`src/rtl/fifo_wr_ctrl_if.sv`:
```
// Write-side bus of the dual-clock FIFO: producer push port, RAM write port,
// pointer exchange with the read domain and status flags.
interface fifo_wr_ctrl_if #(
  parameter int WIDTH = 8,
  parameter int ADDR  = 10
);
  logic             wr_req;
  logic [WIDTH-1:0] wr_data;
  logic             ovf_clr;
  logic [ADDR:0]    rd_ptr_gray;
  logic             ram_wr_en;
  logic [ADDR-1:0]  ram_wr_addr;
  logic [WIDTH-1:0] ram_wr_data;
  logic [ADDR:0]    wr_ptr_gray;
  logic             full;
  logic             almost_full;
  logic [ADDR:0]    wr_level;
  logic             overflow;

  modport master (
    output wr_req, wr_data, ovf_clr, rd_ptr_gray,
    input  ram_wr_en, ram_wr_addr, ram_wr_data, wr_ptr_gray,
    input  full, almost_full, wr_level, overflow
  );

  modport slave (
    input  wr_req, wr_data, ovf_clr, rd_ptr_gray,
    output ram_wr_en, ram_wr_addr, ram_wr_data, wr_ptr_gray,
    output full, almost_full, wr_level, overflow
  );
endinterface

```
`src/rtl/fifo_wr_ctrl.sv`:
```
// Write-domain controller of the dual-clock FIFO: push acceptance, RAM write
// port, binary/Gray write pointers, read-pointer synchronizer and fill flags.
module fifo_wr_ctrl #(
  parameter int WIDTH = 8,
  parameter int ADDR  = 10,
  parameter int AF_TH = 2**ADDR - 4
) (
  input  logic          wr_clk,
  input  logic          reset,
  fifo_wr_ctrl_if.slave bus
);

  localparam logic [ADDR:0] AF_LVL = (ADDR+1)'(AF_TH);

  function automatic logic [ADDR:0] bin2gray(input logic [ADDR:0] b);
    return b ^ (b >> 1);
  endfunction

  function automatic logic [ADDR:0] gray2bin(input logic [ADDR:0] g);
    logic [ADDR:0] b;
    b[ADDR] = g[ADDR];
    for (int i = ADDR - 1; i >= 0; i--) begin
      b[i] = b[i+1] ^ g[i];
    end
    return b;
  endfunction

  logic [ADDR:0] r_bin;
  logic [ADDR:0] r_gray;
  logic [ADDR:0] r_rq1;
  logic [ADDR:0] r_rq2;
  logic [ADDR:0] r_level;
  logic          r_full;
  logic          r_af;
  logic          r_ovf;

  logic          w_push;
  logic [ADDR:0] w_bin_next;
  logic [ADDR:0] w_gray_next;
  logic [ADDR:0] w_level_next;
  logic          w_full_next;
  logic          w_af_next;
  logic          w_ovf_next;

  // Next-state datapath for pointers, flags and the sticky overflow bit.
  always_comb begin
    w_push       = bus.wr_req & ~r_full & ~reset;
    w_bin_next   = r_bin + {{ADDR{1'b0}}, w_push};
    w_gray_next  = bin2gray(w_bin_next);
    w_level_next = w_bin_next - gray2bin(r_rq2);
    // Full when the write pointer is one lap ahead of the synchronized read pointer.
    w_full_next  = (w_gray_next == {~r_rq2[ADDR:ADDR-1], r_rq2[ADDR-2:0]});
    w_af_next    = (w_level_next >= AF_LVL);
    w_ovf_next   = r_ovf;
    if (bus.wr_req & r_full) begin
      w_ovf_next = 1'b1;
    end else if (bus.ovf_clr) begin
      w_ovf_next = 1'b0;
    end else begin
      w_ovf_next = r_ovf;
    end
  end

  // Pointer, synchronizer and status registers.
  always_ff @(posedge wr_clk or posedge reset) begin
    if (reset) begin
      r_bin   <= '0;
      r_gray  <= '0;
      r_rq1   <= '0;
      r_rq2   <= '0;
      r_level <= '0;
      r_full  <= 1'b0;
      r_af    <= 1'b0;
      r_ovf   <= 1'b0;
    end else begin
      r_bin   <= w_bin_next;
      r_gray  <= w_gray_next;
      r_rq1   <= bus.rd_ptr_gray;
      r_rq2   <= r_rq1;
      r_level <= w_level_next;
      r_full  <= w_full_next;
      r_af    <= w_af_next;
      r_ovf   <= w_ovf_next;
    end
  end

  assign bus.ram_wr_en   = w_push;
  assign bus.ram_wr_addr = r_bin[ADDR-1:0];
  assign bus.ram_wr_data = bus.wr_data;
  assign bus.wr_ptr_gray = r_gray;
  assign bus.full        = r_full;
  assign bus.almost_full = r_af;
  assign bus.wr_level    = r_level;
  assign bus.overflow    = r_ovf;

endmodule

```
`src/flat_wrapper.sv`:
```
// flat-port wrapper written by rule: the top's interface ports become plain ports
module fifo_wr_ctrl_flat 
#(
  parameter int WIDTH = 8,
  parameter int ADDR  = 10,
  parameter int AF_TH = 2**ADDR - 4
)
  (wr_clk, reset, bus_wr_req, bus_wr_data, bus_ovf_clr, bus_rd_ptr_gray, bus_ram_wr_en, bus_ram_wr_addr, bus_ram_wr_data, bus_wr_ptr_gray, bus_full, bus_almost_full, bus_wr_level, bus_overflow);
  fifo_wr_ctrl_if #(.WIDTH(WIDTH), .ADDR(ADDR)) bus_i ();
  input  logic wr_clk;
  input  logic reset;
  input wire logic [$bits(bus_i.wr_req)-1:0] bus_wr_req;
  input wire logic [$bits(bus_i.wr_data)-1:0] bus_wr_data;
  input wire logic [$bits(bus_i.ovf_clr)-1:0] bus_ovf_clr;
  input wire logic [$bits(bus_i.rd_ptr_gray)-1:0] bus_rd_ptr_gray;
  output wire logic [$bits(bus_i.ram_wr_en)-1:0] bus_ram_wr_en;
  output wire logic [$bits(bus_i.ram_wr_addr)-1:0] bus_ram_wr_addr;
  output wire logic [$bits(bus_i.ram_wr_data)-1:0] bus_ram_wr_data;
  output wire logic [$bits(bus_i.wr_ptr_gray)-1:0] bus_wr_ptr_gray;
  output wire logic [$bits(bus_i.full)-1:0] bus_full;
  output wire logic [$bits(bus_i.almost_full)-1:0] bus_almost_full;
  output wire logic [$bits(bus_i.wr_level)-1:0] bus_wr_level;
  output wire logic [$bits(bus_i.overflow)-1:0] bus_overflow;
  assign bus_i.wr_req = bus_wr_req;
  assign bus_i.wr_data = bus_wr_data;
  assign bus_i.ovf_clr = bus_ovf_clr;
  assign bus_i.rd_ptr_gray = bus_rd_ptr_gray;
  assign bus_ram_wr_en = bus_i.ram_wr_en;
  assign bus_ram_wr_addr = bus_i.ram_wr_addr;
  assign bus_ram_wr_data = bus_i.ram_wr_data;
  assign bus_wr_ptr_gray = bus_i.wr_ptr_gray;
  assign bus_full = bus_i.full;
  assign bus_almost_full = bus_i.almost_full;
  assign bus_wr_level = bus_i.wr_level;
  assign bus_overflow = bus_i.overflow;
  fifo_wr_ctrl #(.WIDTH(WIDTH), .ADDR(ADDR), .AF_TH(AF_TH)) u_core (.wr_clk(wr_clk), .reset(reset), .bus(bus_i));
endmodule
```
`config.mk`:
```
export PLATFORM = sky130hd
export DESIGN_NAME = fifo_wr_ctrl_flat
export DESIGN_NICKNAME = d
export VERILOG_FILES = /design/src/rtl/fifo_wr_ctrl_if.sv /design/src/rtl/fifo_wr_ctrl.sv /design/src/flat_wrapper.sv
export SDC_FILE = /design/constraint.sdc
export NUM_CORES = 1
export LEC_CHECK = 0
export BUFFER_PORTS_ARGS = -buffer_cell sky130_fd_sc_hd__buf_4
export CORE_MARGIN = 2
export CORE_UTILIZATION = 55
export DETAILED_ROUTE_END_ITERATION = 16
export HOLD_SLACK_MARGIN = 0.05
export PLACE_DENSITY_LB_ADDON = 0.3
export SYNTH_ARGS = -nofsm -noshare
export SYNTH_HDL_FRONTEND = slang
export SYNTH_SLANG_ARGS = --single-unit
```
`constraint.sdc`:
```
create_clock -name wr_clk -period 6.32 [get_ports wr_clk]
set_input_delay 0.316 -clock wr_clk [delete_from_list [all_inputs] [get_ports wr_clk]]
set_output_delay 0.316 -clock wr_clk [all_outputs]
set_load 0.02 [all_outputs]
```
Word level (Yosys, flattened, before mapping) --
Index checks and enable logic that the tools add are counted.
Operators by class: equality and inequality tests 1, mux-type cells 2, reduce and logical (&&, ||, !) cells 1, bitwise gates (word level) 17, order comparisons 1, $add $sub $neg 2
Operator list (number):
- $add A11 B1 Y11 | 1
- $eq A11 B11 Y1 | 1
- $ge A11 B10 Y1 const B | 1
- $sub A11 B11 Y11 | 1
- $xor A11 B10 Y11 | 1
- $xor A1 B1 Y1 | 10
- $and A1 B1 Y1 | 3
- $mux W1 | 2
- $not A1 Y1 | 2
- $not A2 Y2 | 1
- $reduce_bool A2 Y1 | 1
Word-level totals: output and inout bits 44, bits in registers 58, bits of input ports 23, logic and storage cells 32

Logic depth before layout (Yosys ltp) --
depth after elaboration 12, gate-level depth with buffers 15, gate-level depth less buffers 15

Worst setup path before layout --
OpenSTA, ideal clock, no wires.
kind register to register, start register u_core.r_full, in the netlist u_core.bus.full, end register u_core.r_af, in the netlist u_core.bus.almost_full, data required time 6.189 ns, slack 2.426 ns, library setup time 0.131 ns, period minus slack after synthesis 3.894 ns, path buffers 1, arrival time 3.764 ns, stages on the path, launching flop included 15, cells stage by stage dfrtp_1 > nor3b_1 > ha_1 > ha_1 > buf_2 > inv_1 > nor2_1 > xnor2_1 > inv_1 > ha_1 > or2_1 > o41ai_1 > mux2_2 > nor2_1 > o41ai_1
On the way: cells in the longest elaborated chain, start to end 6
RTL lines:
- start, declared | line fifo_wr_ctrl.sv:33 | logic r_full;
- start signal, assigned | line fifo_wr_ctrl.sv:81 | r_full <= w_full_next;
- $not A1 Y1 | line fifo_wr_ctrl.sv:47 | w_push = bus.wr_req & ~r_full & ~reset;
- $and A1 B1 Y1 (2 in a row) | line fifo_wr_ctrl.sv:47
- net bus_ram_wr_en | line flat_wrapper.sv:16 | output wire logic [$bits(bus_i.ram_wr_en)-1:0] bus_ram_wr_en;
- $add A11 B1 Y11 | line fifo_wr_ctrl.sv:48 | w_bin_next = r_bin + {{ADDR{1'b0}}, w_push};
- net u_core.w_bin_next[6] | line fifo_wr_ctrl.sv:38 | logic [ADDR:0] w_bin_next;
- $sub A11 B11 Y11 | line fifo_wr_ctrl.sv:50 | w_level_next = w_bin_next - gray2bin(r_rq2);
- $ge A11 B10 Y1 | line fifo_wr_ctrl.sv:53 | w_af_next = (w_level_next >= AF_LVL);
- net u_core.w_af_next | line fifo_wr_ctrl.sv:42 | logic w_af_next;
- end signal, assigned | line fifo_wr_ctrl.sv:82 | r_af <= w_af_next;
- end, declared | line fifo_wr_ctrl.sv:34 | logic r_af;
The timed path passes the listed nets, and every way through them passes these cells. A chain may end at the register's enable or synchronous reset.

Worst setup path in the final report --
start register u_core.r_rq2[10], end register u_core.r_af, in the netlist u_core.bus.almost_full
On the way: cells in the longest elaborated chain, start to end 12
RTL lines:
- start, declared | line fifo_wr_ctrl.sv:31 | logic [ADDR:0] r_rq2;
- start signal, assigned | line fifo_wr_ctrl.sv:79 | r_rq2 <= r_rq1;
- $xor A1 B1 Y1 (*) (6 in a row) | line fifo_wr_ctrl.sv:23 | b[i] = b[i+1] ^ g[i];
- $xor A1 B1 Y1 (4 in a row) | line fifo_wr_ctrl.sv:23
- $sub A11 B11 Y11 (*) | line fifo_wr_ctrl.sv:50
- net u_core.w_level_next[4] | line fifo_wr_ctrl.sv:40 | logic [ADDR:0] w_level_next;
- $ge A11 B10 Y1 (*) | line fifo_wr_ctrl.sv:53
- net u_core.w_af_next | line fifo_wr_ctrl.sv:42
The timed path passes the listed nets; every way through them passes the cells marked *.

==> impl_metrics.yaml <==
global_routing:
  met1_usage_pct: 25.4
  grt_max_degree: 58
  top_usage_layer: "met2"
  antenna_found_initial: 0
  grt_util_met3_pct: 6.52
  grt_pass1_wl_mm: 8.89
  grt_usage_pct: 19.7
  grt.met2_usage_pct: 30.3
  overflow: 0
  grt_pass1_vias: 1926
logic_synthesis:
  avgSynthCellArea_sq_um: 11.6
  yosys.cell_types.count: 51
  ys_ff_latch: 57
  syn_inst: 249
  synthTopCellsByArea: "dfrtp_1 (49%), xnor2_1 (8.5%), ha_1 (5.2%)"
  yosysSeqAreaShare_pct: 49.2
  yosys.area.top_type: "dfrtp_1"
  synth_edf_count: 0
  synthFlopType: "dfrtp_1"
  async_reset_ff_share_pct: 100
  synth_area_sq_um: 2900
  synth_nets: 285
  ys_top_cells_by_count: "dfrtp_1 (57), xnor2_1 (28), inv_1 (17)"
  synth.most_common_cell: "dfrtp_1"
  synth_warnings: 0
  synth_top_area_share_pct: 49.2
timing:
  finalCritPeriodShare_pct: 66.7
  slew_headroom_pct: 53.6
  finalSetupTns_ps: 0
  rsz0062_at_grt: "false"
  period_minus_slack_ps: 4220
  fin_ws_ps: 2100
  hold_viol: 0
  tightestPinTransition_ps: 696
  setup_viol: 0
  drv_slew: 0
  fmax_mhz: 237
  clock_skew_ps: 8.43
clock_tree:
  cts.sinks: 57
  clkSlewWorstSetupHoldPaths_ps: 60
  post-cts-setup-buffer-count: 0
  htree_levels: 3
  ctsHoldBuffers: 0
  cts_buffers: 9
  cts_buffer_depth: 2
  tritoncts: "yes"
  ctsResizeCount: 0
  worst_skew_pair.late_latency_ps: 330
  cts-root-buf: "clkbuf_8"
floorplanning:
  die_h_um: 76.6
  die-area_sq_um: 5870
  coreArea_sq_um: 5110
  die_x_um: 76.6
  initial_core_util_pct: 56.8
  rows: 26
  ios: 67
placed_design:
  place_ws_ps: 2190
  gp_congestion: 0.797
  hpwl_mm: 3.86
  portBuffers: 50
flow_run:
  cap_viol_max_count: 0
finish:
  layout.nets: 331
  multiInputGateArea_sq_um: 1320
  antenna_cells: 0
  fillers: 392
  drive_gt1_share_pct: 25.1
  regArea_sq_um: 1430
  syn_to_final_growth_pct: 19.2
detailed_routing:
  wire_per_inst_um: 14.4
  drc: 0
  viasPerCell: 5.31
  routed_wl_mm: 5.33
  dr.pass1.iters: 4
  drtAntennaViolNets: 0
  vias: 1959
  drt-initial-drc-count: 137
pwr:
  p_int_mw: 0.953
  p_seq_share_pct: 32.6
  p_sw_share_pct: 38.1
  power_leakage_nw: 1.70
  netSwitchingPower_mw: 0.587
  pwr_density_cell_nw_per_um2: 446
  clockPowerShare_pct: 19.6
  combPwrFrac_pct: 47.8
  ir_worst_vdd_uv: 323
min_path:
  holdPathStages: 1
  min_path_type: "in -> reg"
setup_path:
  crit_type: "reg -> reg"
  cp.arrival_ps: 4430
  path_max_fanout: 4
  critPathRequiredTime_ps: 6530
  rr_worst_depth: 15
  setup.worst_path.end_class: "register"
  cp-start-kind: "register"
outcome:
  status: "completed"
==> layout make-up <==
cell class	count	area share, %
clock buffer	12	4.78
clock inverter	3	0.434
inverter	17	1.85
multi-input combinational	159	38.1
sequential	57	41.3
tap	70	2.53
timing repair buffer	51	11.1
==> power by group through the flow <==
stage                     Combinational (mW)  Sequential, mW  Clock, mW
after floorplan                        0.466           0.575          0
after detailed placement               0.737           0.507          0
after global placement                 0.725           0.506          0
final                                  0.737           0.501      0.302
after global routing                   0.810           0.512      0.329
after CTS                              0.742           0.501      0.312
==> worst paths after layout <==
path	startpoint	end	slack, ps
max in group asynchronous	reset	u_core.bus.wr_level[8]$_DFF_PP0_	5670
setup reg to reg	u_core.r_rq2[10]$_DFF_PP0_	u_core.bus.almost_full$_DFF_PP0_	2100
setup / recovery	u_core.r_rq2[10]$_DFF_PP0_	u_core.bus.almost_full$_DFF_PP0_	2100
min in group asynchronous	reset	u_core.bus.wr_ptr_gray[2]$_DFF_PP0_	180
hold reg to reg	u_core.r_rq1[6]$_DFF_PP0_	u_core.r_rq2[6]$_DFF_PP0_	350
hold / removal	bus_rd_ptr_gray[5]	u_core.r_rq1[5]$_DFF_PP0_	90
==> cell usage in the layout (no fill, tap or decap), drive strengths merged, types with 5 or more instances in the layout <==
cell type  instances
xor2              18
dfrtp             57
nand3              6
nor2              12
xnor2             28
ha                12
nand2              8
buf               51
o21ai              6
clkbuf            12
a21oi              5
a21o               7
inv               17
==> logic make-up after synthesis <==
| group | synth area share (%) |
|---|---|
| adders and majority gates | 5.87 |
| xor gates and xnor gates | 18.5 |
| DFF | 49.2 |
| muxes | 1.47 |
| and+or+nand+nor | 8.93 |
| AOI/OAI and AO/OA | 10.6 |
| buffers and inverters | 5.44 |
==> state kept, by name, summed over array words and instances, names as in the netlist <==
register and count:
u_core.bus.wr_level 11, u_core.r_bin 11, u_core.r_rq1 11, u_core.r_rq2 11, u_core.bus.wr_ptr_gray 10, u_core.bus.almost_full 1, u_core.bus.full 1, u_core.bus.overflow 1
==> routing by layer <==
| layer | wire length (um) | vias up |
|---|---|---|
| li1 | - | 938 |
| met1 | 2380 | 948 |
| met2 | 2520 | 61 |
| met3 | 328 | 12 |
| met4 | 99 | 0 |
| met5 | 0 | - |
==> worst max-delay path, cell delays in order, from the launching register on <==
cell and delay, ps:
dfrtp_1 400, xnor3_2 480, xor3_2 280, xor2_2 210
xor3_2 330, xor2_2 180, xnor2_1 190, ha_1 190
inv_1 60, fa_1 400, a21o_1 190, a21oi_1 310
xnor2_1 180, nor4bb_1 290, nand3_1 120, o41ai_1 280
==> through the flow <==
step | instance area, sq um | utilization [%] | hold slack, ps | instances | total power [mW]
6_report | 3460 | 67.7 | 89.3 | 369 | 1.54
5_1_grt | 3460 | 67.7 | 65.4 | 369 | 1.65
4_1_cts | 3460 | 67.7 | 70.8 | 369 | 1.56
3_5_place_dp | 3280 | 64.1 | 336 | 354 | 1.24
3_3_place_gp | 3280 | 64.1 | 333 | 354 | 1.23
2_1_floorplan | 2900 | - | 331 | 249 | 1.04
Note: power is estimated with default switching activity, not from simulation.
